**src/rtl/midi_in_arbiter.sv**
```systemverilog
// Message-aware arbiter merging two MIDI byte streams (UART receiver "u" and
// control processor "c") into one paced stream for the MIDI decoder. Each
// source is buffered in its own FIFO. Sources are switched only at message
// boundaries, or when the granted source stalls for too long.
`timescale 1ns/1ps
module midi_in_arbiter #(
  parameter int unsigned FIFO_DEPTH = 4,
  parameter int unsigned GAP_CYCLES = 2,
  parameter int unsigned TIMEOUT    = 1024
) (
  input  logic       CLOCK_50,
  input  logic       reset,
  input  logic       byteready_u,
  input  logic [7:0] cur_status_u,
  input  logic [7:0] midibyte_nr_u,
  input  logic [7:0] midi_in_data_u,
  input  logic       byteready_c,
  input  logic [7:0] cur_status_c,
  input  logic [7:0] midibyte_nr_c,
  input  logic [7:0] midi_in_data_c,
  input  logic       ovf_clr,
  output logic       byteready,
  output logic [7:0] cur_status,
  output logic [7:0] midibyte_nr,
  output logic [7:0] midi_in_data,
  output logic [1:0] grant,
  output logic       ovf_u,
  output logic       ovf_c,
  output logic       timeout
);

  localparam int unsigned PtrW = $clog2(FIFO_DEPTH);
  localparam int unsigned CntW = PtrW + 1;
  localparam int unsigned GapW = (GAP_CYCLES > 0) ? $clog2(GAP_CYCLES + 1) : 1;
  localparam int unsigned TmoW = (TIMEOUT > 1) ? $clog2(TIMEOUT) : 1;

  // State encoding doubles as the one-hot grant output ([1]=u, [0]=c).
  typedef enum logic [1:0] {
    StIdle   = 2'b00,
    StGrantU = 2'b10,
    StGrantC = 2'b01
  } state_e;

  // Source index 1 is u, index 0 is c, matching the grant bit positions.
  logic [1:0]      strobe;
  logic [23:0]     din      [2];
  logic [23:0]     mem_q    [2][FIFO_DEPTH];
  logic [23:0]     head     [2];
  logic [PtrW-1:0] wptr_q   [2];
  logic [PtrW-1:0] wptr_d   [2];
  logic [PtrW-1:0] rptr_q   [2];
  logic [PtrW-1:0] rptr_d   [2];
  logic [CntW-1:0] cnt_q    [2];
  logic [CntW-1:0] cnt_d    [2];
  logic [1:0]      full;
  logic [1:0]      nempty;
  logic [1:0]      push;
  logic [1:0]      pop;
  logic [1:0]      ovf_q;
  logic [1:0]      ovf_d;

  state_e          state_q, state_d;
  logic            last_q, last_d;
  logic [GapW-1:0] gap_q, gap_d;
  logic [TmoW-1:0] tmo_q, tmo_d;
  logic            src;
  logic            active;

  logic            byteready_q, byteready_d;
  logic [7:0]      status_q, status_d;
  logic [7:0]      nr_q, nr_d;
  logic [7:0]      data_q, data_d;
  logic            timeout_q, timeout_d;

  // Decide whether the popped entry closes its MIDI message.
  function automatic logic msg_end(input logic [23:0] e);
    logic [7:0] s;
    logic [7:0] n;
    logic [7:0] d;
    logic       r;
    s = e[23:16];
    n = e[15:8];
    d = e[7:0];
    case (s[7:4])
      4'h8, 4'h9, 4'hA, 4'hB, 4'hE: r = (n >= 8'd2);
      4'hC, 4'hD:                   r = (n >= 8'd1);
      4'hF:                         r = (s == 8'hF0) ? (d == 8'hF7) : 1'b1;
      default:                      r = 1'b1;  // s < 80: treat every byte as a message
    endcase
    return r;
  endfunction

  // Pack source inputs into per-source strobe and entry vectors.
  always_comb begin
    strobe = {byteready_u, byteready_c};
    din[1] = {cur_status_u, midibyte_nr_u, midi_in_data_u};
    din[0] = {cur_status_c, midibyte_nr_c, midi_in_data_c};
  end

  // FIFO status; full is taken from the registered count, so a push into a
  // full FIFO is dropped even if that FIFO pops in the same cycle.
  always_comb begin
    for (int i = 0; i < 2; i++) begin
      full[i]   = (cnt_q[i] == CntW'(FIFO_DEPTH));
      nempty[i] = (cnt_q[i] != '0);
      push[i]   = strobe[i] && !full[i];
      head[i]   = mem_q[i][rptr_q[i]];
    end
  end

  // Arbitration, pop, pacing and timeout next-state logic.
  always_comb begin
    state_d     = state_q;
    last_d      = last_q;
    gap_d       = (gap_q != '0) ? gap_q - GapW'(1) : gap_q;
    tmo_d       = tmo_q;
    pop         = '0;
    src         = 1'b0;
    active      = 1'b0;
    byteready_d = 1'b0;
    status_d    = status_q;
    nr_d        = nr_q;
    data_d      = data_q;
    timeout_d   = 1'b0;

    unique case (state_q)
      StIdle: begin
        tmo_d  = '0;
        active = |nempty;
        // On a tie prefer the source that was not served last.
        src    = (nempty == 2'b11) ? ~last_q : nempty[1];
      end
      StGrantU: begin
        active = 1'b1;
        src    = 1'b1;
      end
      StGrantC: begin
        active = 1'b1;
        src    = 1'b0;
      end
      default: state_d = StIdle;
    endcase

    if (active) begin
      if (nempty[src] && (gap_q == '0)) begin
        pop[src]    = 1'b1;
        byteready_d = 1'b1;
        status_d    = head[src][23:16];
        nr_d        = head[src][15:8];
        data_d      = head[src][7:0];
        gap_d       = GapW'(GAP_CYCLES);
        tmo_d       = '0;
        if (msg_end(head[src])) begin
          state_d = StIdle;
          last_d  = src;
        end else begin
          state_d = src ? StGrantU : StGrantC;
        end
      end else if (state_q == StIdle) begin
        // Pacing gap still running: take the grant now, pop later.
        state_d = src ? StGrantU : StGrantC;
      end else if (!nempty[src]) begin
        if (tmo_q == TmoW'(TIMEOUT - 1)) begin
          state_d   = StIdle;
          last_d    = src;
          tmo_d     = '0;
          timeout_d = 1'b1;
        end else begin
          tmo_d = tmo_q + TmoW'(1);
        end
      end
    end
  end

  // FIFO pointer/count next state and sticky overflow flags.
  always_comb begin
    for (int i = 0; i < 2; i++) begin
      wptr_d[i] = push[i] ? wptr_q[i] + PtrW'(1) : wptr_q[i];
      rptr_d[i] = pop[i] ? rptr_q[i] + PtrW'(1) : rptr_q[i];
      cnt_d[i]  = cnt_q[i];
      if (push[i] && !pop[i]) begin
        cnt_d[i] = cnt_q[i] + CntW'(1);
      end else if (!push[i] && pop[i]) begin
        cnt_d[i] = cnt_q[i] - CntW'(1);
      end
      // A drop in the same cycle as a clear wins.
      ovf_d[i] = ovf_clr ? 1'b0 : ovf_q[i];
      if (strobe[i] && full[i]) begin
        ovf_d[i] = 1'b1;
      end
    end
  end

  // FIFO storage; needs no reset since the pointers define occupancy.
  always_ff @(posedge CLOCK_50) begin
    for (int i = 0; i < 2; i++) begin
      if (push[i]) begin
        mem_q[i][wptr_q[i]] <= din[i];
      end
    end
  end

  // State and output registers with synchronous reset.
  always_ff @(posedge CLOCK_50) begin
    if (reset) begin
      state_q     <= StIdle;
      last_q      <= 1'b0;
      gap_q       <= '0;
      tmo_q       <= '0;
      byteready_q <= 1'b0;
      status_q    <= '0;
      nr_q        <= '0;
      data_q      <= '0;
      timeout_q   <= 1'b0;
      ovf_q       <= '0;
      for (int i = 0; i < 2; i++) begin
        wptr_q[i] <= '0;
        rptr_q[i] <= '0;
        cnt_q[i]  <= '0;
      end
    end else begin
      state_q     <= state_d;
      last_q      <= last_d;
      gap_q       <= gap_d;
      tmo_q       <= tmo_d;
      byteready_q <= byteready_d;
      status_q    <= status_d;
      nr_q        <= nr_d;
      data_q      <= data_d;
      timeout_q   <= timeout_d;
      ovf_q       <= ovf_d;
      for (int i = 0; i < 2; i++) begin
        wptr_q[i] <= wptr_d[i];
        rptr_q[i] <= rptr_d[i];
        cnt_q[i]  <= cnt_d[i];
      end
    end
  end

  assign byteready    = byteready_q;
  assign cur_status   = status_q;
  assign midibyte_nr  = nr_q;
  assign midi_in_data = data_q;
  assign grant        = state_q;
  assign ovf_u        = ovf_q[1];
  assign ovf_c        = ovf_q[0];
  assign timeout      = timeout_q;

endmodule

```
**config.mk**
```make
export PLATFORM = sky130hd
export DESIGN_NAME = midi_in_arbiter
export DESIGN_NICKNAME = d
export VERILOG_FILES = /design/src/rtl/midi_in_arbiter.sv
export SDC_FILE = /design/constraint.sdc
export NUM_CORES = 1
export LEC_CHECK = 0
export BUFFER_PORTS_ARGS = -buffer_cell sky130_fd_sc_hd__buf_2
export CAP_MARGIN = 15
export CORE_AREA = 2 2 162 164
export CTS_BUF_LIST = sky130_fd_sc_hd__clkbuf_4 sky130_fd_sc_hd__clkbuf_8 sky130_fd_sc_hd__clkbuf_16
export DETAILED_ROUTE_END_ITERATION = 8
export DIE_AREA = 0 0 164 166
export PLACE_DENSITY_LB_ADDON = 0.15
export SYNTH_ARGS = -nofsm -noshare
export SYNTH_HDL_FRONTEND = slang
export SYNTH_SLANG_ARGS = --single-unit
```
**constraint.sdc**
```tcl
create_clock -name CLOCK_50 -period 9.55 [get_ports CLOCK_50]
set_clock_uncertainty 0.15 [all_clocks]
set_input_delay 0.4775 -clock CLOCK_50 [delete_from_list [all_inputs] [get_ports CLOCK_50]]
set_output_delay 0.4775 -clock CLOCK_50 [all_outputs]
set_load 0.005 [all_outputs]
```
==> results.md, run 1 <==
- Run status: finished, final reports clean
- CTS tree: yes
- Met3 usage: 2.32%
- Layout cells sized above 1: 24.1%
- Antenna Cells: 0
- Slew @ Worst Pin: 1.06 ns
- Clock sinks: 249
- Global-route wire length before repair: 32900 um
- Commonest non-fill, non-tap cell in the layout: edfxtp_1
- Vias in the first global route: 5842
- Fin Setup TNS: 0 ns
- Post-Route WL: 21300 um
- Sequential fraction of design power: 37.4%
- Vias per cell: 5.31
- Critical Path Sink: cnt_q[0][2]
- Gr ovfl total: 0
- Mapped Area: 0.0101 mm2
- GP Congestion: 0.816
- Reg2reg setup slack: 5.72 ns
- Die height: 166 um
- FF+latch count, synth: 249
- Met1 Resource Use GR: 20.2%
- Die Width: 164 um
- Final cell utilization of the core: 46.2%
- Post-CTS Setup Repair Bufs: 0
- First drt pass iteration count: 5
- GRT Overall Usage: 15.8%
- Post-synth EDFFs: 192
- Placement Rows: 59
- Pwr Density: 320 mW/mm2
- Clock share of power: 29.8%
- Via count: 5681
- Fmax: 261 MHz
- Reg2reg path depth: 13
- Post-synthesis sequential area ratio: 68.7%
- Final setup viols: 0
- Internal power: 0.00251 W
- Max Cap Violations: 0
- NetSw: 0.00128 W
- I/O pins: 83
- Clock Tree Root: clkbuf_16
- Clk slew on worst S/H paths: 0.06 ns
- Post-DP HPWL: 14100 um
- Post-synth ARST share: 0%
- Initial antenna violation count: 0
- Slew margin rel.: 28.9%
- Crit path time final: 3.83 ns
- Most frequent cells in the layout: edfxtp_1, buf_2, nor2_1
- Cell count after synthesis: 617
- Overall power: 0.00379 W
- Final period util: 40.1%
- Critical Path Source: grant[0]
- Area Growth Syn to Fin: 17.8%
- WP data arrival: 4.13 ns
- Total CTS buffers: 27
- P_leak: 4.17 nW
- Detail Route Antenna Nets: 0
- Worst skew pair latency: 0.52 ns
- Syn_nets: 688
- Nets: 787
- Comb pwr share: 32.9%
- Sw frac: 33.8%
- H-tree lvl count: 1
- Critical path peak fanout: 51
- Hold Path Class: in -> reg
- Routed len/inst: 19.9 um
- Met2 Resource Use GR: 27.7%
- Die area: 0.0272 mm2
- Yosys cell types: 59
- RSZ-0062 raised after global routing: false
- Reg2Reg Capture Point: cnt_q[0][2]
- Initial Util: 39.3%
- Std-Cell Core Area: 0.0256 mm2
- Max-slew violation count: 0
- Critical Path End Type: register
- Setup CP Type: reg -> reg
- R2R Path Start: grant[0]
- Drt drc: 0
- VDD IR max: 0.000240 V
- Avg Inst Size Synth: 16.3 um2
- Post-synth top flop: edfxtp_1
- Port Buffers: 82
- Ys Warns: 0
- Hold Fails Final Rpt: 0
- Most Crowded Layer GR: met2
- Worst setup SP type: register
- HP Start: midi_in_data_c[1]
- Required time of the critical path: 9.85 ns
- Iteration-0 DRC count of the detailed router: 431
- Largest net degree at the start of global routing: 52
- CTS max path bufs: 3
-- cell families (layout without fill, tap and decap cells) --
group,Yosys count,in the layout,synth area share [%]
and+or+nand+nor,164,164,7.52
muxes,57,57,12.5
adders and majority gates,18,18,2.39
AOI/OAI and AO/OA,77,77,5.89
DFF,249,249,68.7
buffers and inverters,42,160,2.13
xor gates and xnor gates,10,10,0.871
-- metal layers --
layer | share of wire (%) | vias up
met5 | 0 | -
met4 | 2.7 | 0
met3 | 4.7 | 40
met2 | 52 | 149
met1 | 41 | 2875
li1 | - | 2617
-- state kept, by name, indices dropped and copies added (netlist names), 2 cells and up --
| register | count |
|---|---|
| mem_q | 192 |
| tmo_q | 10 |
| cur_status | 8 |
| midi_in_data | 8 |
| midibyte_nr | 8 |
| cnt_q | 6 |
| rptr_q | 4 |
| wptr_q | 4 |
| gap_q | 2 |
| grant | 2 |
| ovf_q | 2 |
-- area by class of cell --
class | instances | area (um2)
clock buffer | 29 | 691
clock inverter | 19 | 279
fill | 2178 | 13800
inverter | 12 | 45.0
multi-input combinational | 326 | 2950
sequential | 249 | 6910
tap | 335 | 419
timing repair buffer | 100 | 558
-- worst max-delay path, cell delays in order (launching register included) --
cell and delay [ns]:
dfxtp_1 0.33, inv_1 0.11, ha_1 0.32, nor2_1 0.09, o22a_1 0.24, or3_1 0.40
nor2_4 0.82, nand2_1 0.22, ha_1 0.27, inv_1 0.07, fa_1 0.17, xor2_1 0.09
or3_1 0.32, a21oi_1 0.15
-- power groups by stage --
stage                     Sequential (W)  Combinational, W  Clock (W)
final                            0.00141           0.00124    0.00113
after global routing             0.00143           0.00138    0.00119
after CTS                        0.00142           0.00126    0.00115
after detailed placement         0.00144           0.00125          0
after global placement           0.00143           0.00122          0
after floorplan                  0.00141          0.000928          0
-- cells in the mapped netlist (7+ instances only) --
cell | count | area share (%)
mux4_1 | 23 | 6.0
dfxtp_1 | 57 | 11
a21oi_1 | 16 | 0.80
and3_1 | 7 | 0.44
nand3_1 | 7 | 0.35
inv_1 | 12 | 0.45
o21ai_0 | 8 | 0.40
and2_1 | 8 | 0.50
ha_1 | 16 | 2.0
mux4_2 | 25 | 5.6
nor2_1 | 61 | 2.3
nor3_1 | 8 | 0.40
clkbuf_1 | 16 | 0.60
xor2_1 | 7 | 0.61
nand2_1 | 47 | 1.8
a311oi_1 | 18 | 1.6
mux2i_1 | 8 | 0.80
edfxtp_1 | 192 | 57
-- worst min path at each step --
stage | to | slack [ns] | cells past startpoint
detailed placement | gap_q[0] | 0.32 | 1
finish | mem_q[0][49] | 0.01 | 1
floorplan | gap_q[0] | 0.29 | 1
CTS | mem_q[0][4] | 0.0006 | 1
global route | mem_q[0][63] | 0.005 | 1
global placement | gap_q[0] | 0.32 | 1
-- through the flow --
stage / std cells / setup WS (ns) / hold slack (ns) / instance area, um2
finish: 1070 / 5.72 / 0.0148 / 11800
global route: 1070 / 5.42 / 0.00503 / 11800
CTS: 1070 / 5.71 / 0.000632 / 11800
detailed placement: 1017 / 5.73 / 0.318 / 10800
global placement: 1017 / 5.89 / 0.317 / 10800
floorplan: 617 / 6.50 / 0.288 / 10100
-- timing repair --
item,4_1_cts,5_1_grt
hold buffers,5,0
resized for setup,0,0
hold endpoints to repair,20,0
Power figures use the tool's default switching activity.
==> run 2, diff against run 1 <==
==> constraint.sdc (replaced) <==
create_clock -name CLOCK_50 -period 3.18 [get_ports CLOCK_50]
set_clock_uncertainty 0.15 [all_clocks]
set_input_delay 0.159 -clock CLOCK_50 [delete_from_list [all_inputs] [get_ports CLOCK_50]]
set_output_delay 0.159 -clock CLOCK_50 [all_outputs]
set_load 0.005 [all_outputs]
==> results.md, run 2 (same netlist as run 1, synthesis figures left out) <==
- Run status: finished, final reports clean
- Clock sinks: 249 (unchanged)
- Die area: 0.0272 mm2 (unchanged)
- Slew @ Worst Pin: 0.559 ns (-0.505 ns)
- Layout cells sized above 1: 23.3% (-0.74 points)
- WP data arrival: 3.29 ns (-0.84 ns)
- Comb pwr share: 36.5% (+3.6 points)
- Die height: 166 um (unchanged)
- Crit path time final: 3.00 ns (-0.826 ns)
- Fmax: 333 MHz (+27%)
- Iteration-0 DRC count of the detailed router: 445 (+3.2%)
- Initial antenna violation count: 0 (unchanged)
- Critical-path cell list: inv_1 -> ha_1 -> o31ai_4 -> o21ai_2 -> mux2i_1 -> o2111ai_1 -> o41ai_4 -> o21ai_2 -> a221oi_2
- Clock Tree Root: clkbuf_16
- Clk slew on worst S/H paths: 0.06 ns (about the same)
- Routed len/inst: 19.0 um (-4.6%)
- Detail Route Antenna Nets: 0 (unchanged)
- Final period util: 94.5% (+54 points)
- I/O pins: 83 (unchanged)
- Max-slew violation count: 0 (unchanged)
- Max Cap Violations: 0 (unchanged)
- Largest register FFs: 192 (unchanged)
- CTS tree: yes
- Port Buffers: 82 (unchanged)
- Post-CTS Setup Repair Bufs: 0 (unchanged)
- Post-Route WL: 21500 um (+0.95%)
- Critical path peak fanout: 6 (-88%)
- Hold Path Class: in -> reg
- Required time of the critical path: 3.47 ns (-6.38 ns)
- First drt pass iteration count: 4 (-1)
- Worst skew pair latency: 0.52 ns (about the same)
- Internal power: 0.00718 W (+190%)
- Commonest non-fill, non-tap cell in the layout: edfxtp_1
- P_leak: 4.35 nW (+4.4%)
- Hold Fails Final Rpt: 0 (unchanged)
- Final cell utilization of the core: 47.9% (+1.7 points)
- NetSw: 0.00385 W (+200%)
- Slew margin rel.: 62.7% (+34 points)
- Drt drc: 0 (unchanged)
- Initial Util: 39.3% (unchanged)
- Std-Cell Core Area: 0.0256 mm2 (unchanged)
- Pwr Density: 898 mW/mm2 (+180%)
- Global-route wire length before repair: 33600 um (+2.2%)
- Critical Path End Type: register
- Vias per cell: 5.17 (-2.6%)
- Most frequent cells in the layout: edfxtp_1, buf_2, nor2_1
- Largest net degree at the start of global routing: 49 (-5.8%)
- Placement Rows: 59 (unchanged)
- CTS max path bufs: 3 (unchanged)
- Post-DP HPWL: 14700 um (+4.1%)
- VDD IR max: 0.000733 V (+210%)
- Fin cells: 1132 (+5.8%)
- RSZ-0062 raised after global routing: true
- CP peak stage delay: 0.48 ns (-0.34 ns)
- Total CTS buffers: 27 (unchanged)
- Setup CP Type: reg -> reg
- Vias in the first global route: 5970 (+2.2%)
- Critical path's most frequent cell: o21ai_2
- H-tree lvl count: 1 (unchanged)
- Dpl cells: 1032 (+1.5%)
- Final setup viols: 0 (unchanged)
- GRT Overall Usage: 16.0% (+0.19 points)
- GP Congestion: 0.858 (+5.1%)
- Fin Setup TNS: 0 ns (unchanged)
- Antenna Cells: 0 (unchanged)
- Worst setup SP type: register
- Critical-path top delay cell: o41ai_4
- Sw frac: 34.9% (+1.1 points)
- Nets: 849 (+7.9%)
- Die Width: 164 um (unchanged)
- Via count: 5855 (+3.1%)
- Overall power: 0.0110 W (+190%)
- Area Growth Syn to Fin: 22.1%
- Clock share of power: 25.0% (-4.8 points)
- Sequential fraction of design power: 38.4% (+1.0 points)
- Gr ovfl total: 0 (unchanged)
## run 2: changes by cell type in the layout (fill, tap and decap cells not counted), moves of 2 or more
cell	delta
buf_12	+2
buf_4	+13
bufinv_16	-7
clkinv_1	+8
clkinv_2	-3
dlygate4sd3_1	+47
## run 2: area by class of cell
type                       count  area, um2
clock buffer                  30        698
timing repair buffer         162       1170
multi-input combinational    326       2950
clock inverter                18       91.3
inverter                      12       45.0
tap                          335        419
fill                        2246      13300
sequential                   249       6910
## run 2: worst paths after layout
check / cells after the start / slack, ns / end / start
setup / recovery: 9 / 0.18 / last_q / grant[0]
hold / removal: 3 / 0.07 / wptr_q[0][1] / reset
setup reg to reg: 9 / 0.18 / last_q / grant[0]
hold reg to reg: 2 / 0.35 / cur_status[4] / cur_status[4]
## run 2: routing by layer
layer / vias to the layer above / global-route usage, % / share of wire (%)
met1: 2958 / 21.6 / 43
met4: 0 / 3.81 / 1.7
li1: 2747 / - / -
met3: 26 / 2.30 / 4.3
met5: - / 0 / 0
met2: 124 / 27.5 / 51
## run 2: critical path: cells and delay by family, from the launching register on
kind	cells	cell delay, ns
compound gates	6	1.61
fa+ha+maj	1	0.31
buf+inv	1	0.11
flops	1	0.34
mux	1	0.40
## run 2: repair_timing
action	in CTS	in global routing
endpoints found under the hold margin	194	0
setup endpoints to repair	0	2
hold buffers	52	0
gates resized for setup	0	2
## run 2: power by group through the flow
stage          Clock [W]  Combinational (W)  Sequential (W)
2_1_floorplan          0            0.00279         0.00422
3_3_place_gp           0            0.00390         0.00429
3_5_place_dp           0            0.00398         0.00432
4_1_cts          0.00284            0.00406         0.00425
5_1_grt          0.00297            0.00449         0.00428
6_report         0.00276            0.00403         0.00424
## run 2: metrics by stage
| step | hold WS (ns) | setup slack (ns) | instance area, um2 |
|---|---|---|---|
| 3_3_place_gp | 0.218 | 0.284 | 11000 |
| 4_1_cts | 0.0496 | 0.156 | 12300 |
| 2_1_floorplan | 0.108 | 0.128 | 10100 |
| 6_report | 0.0679 | 0.176 | 12300 |
| 5_1_grt | 0.0867 | -0.00176 | 12300 |
| 3_5_place_dp | 0.228 | 0.190 | 11000 |
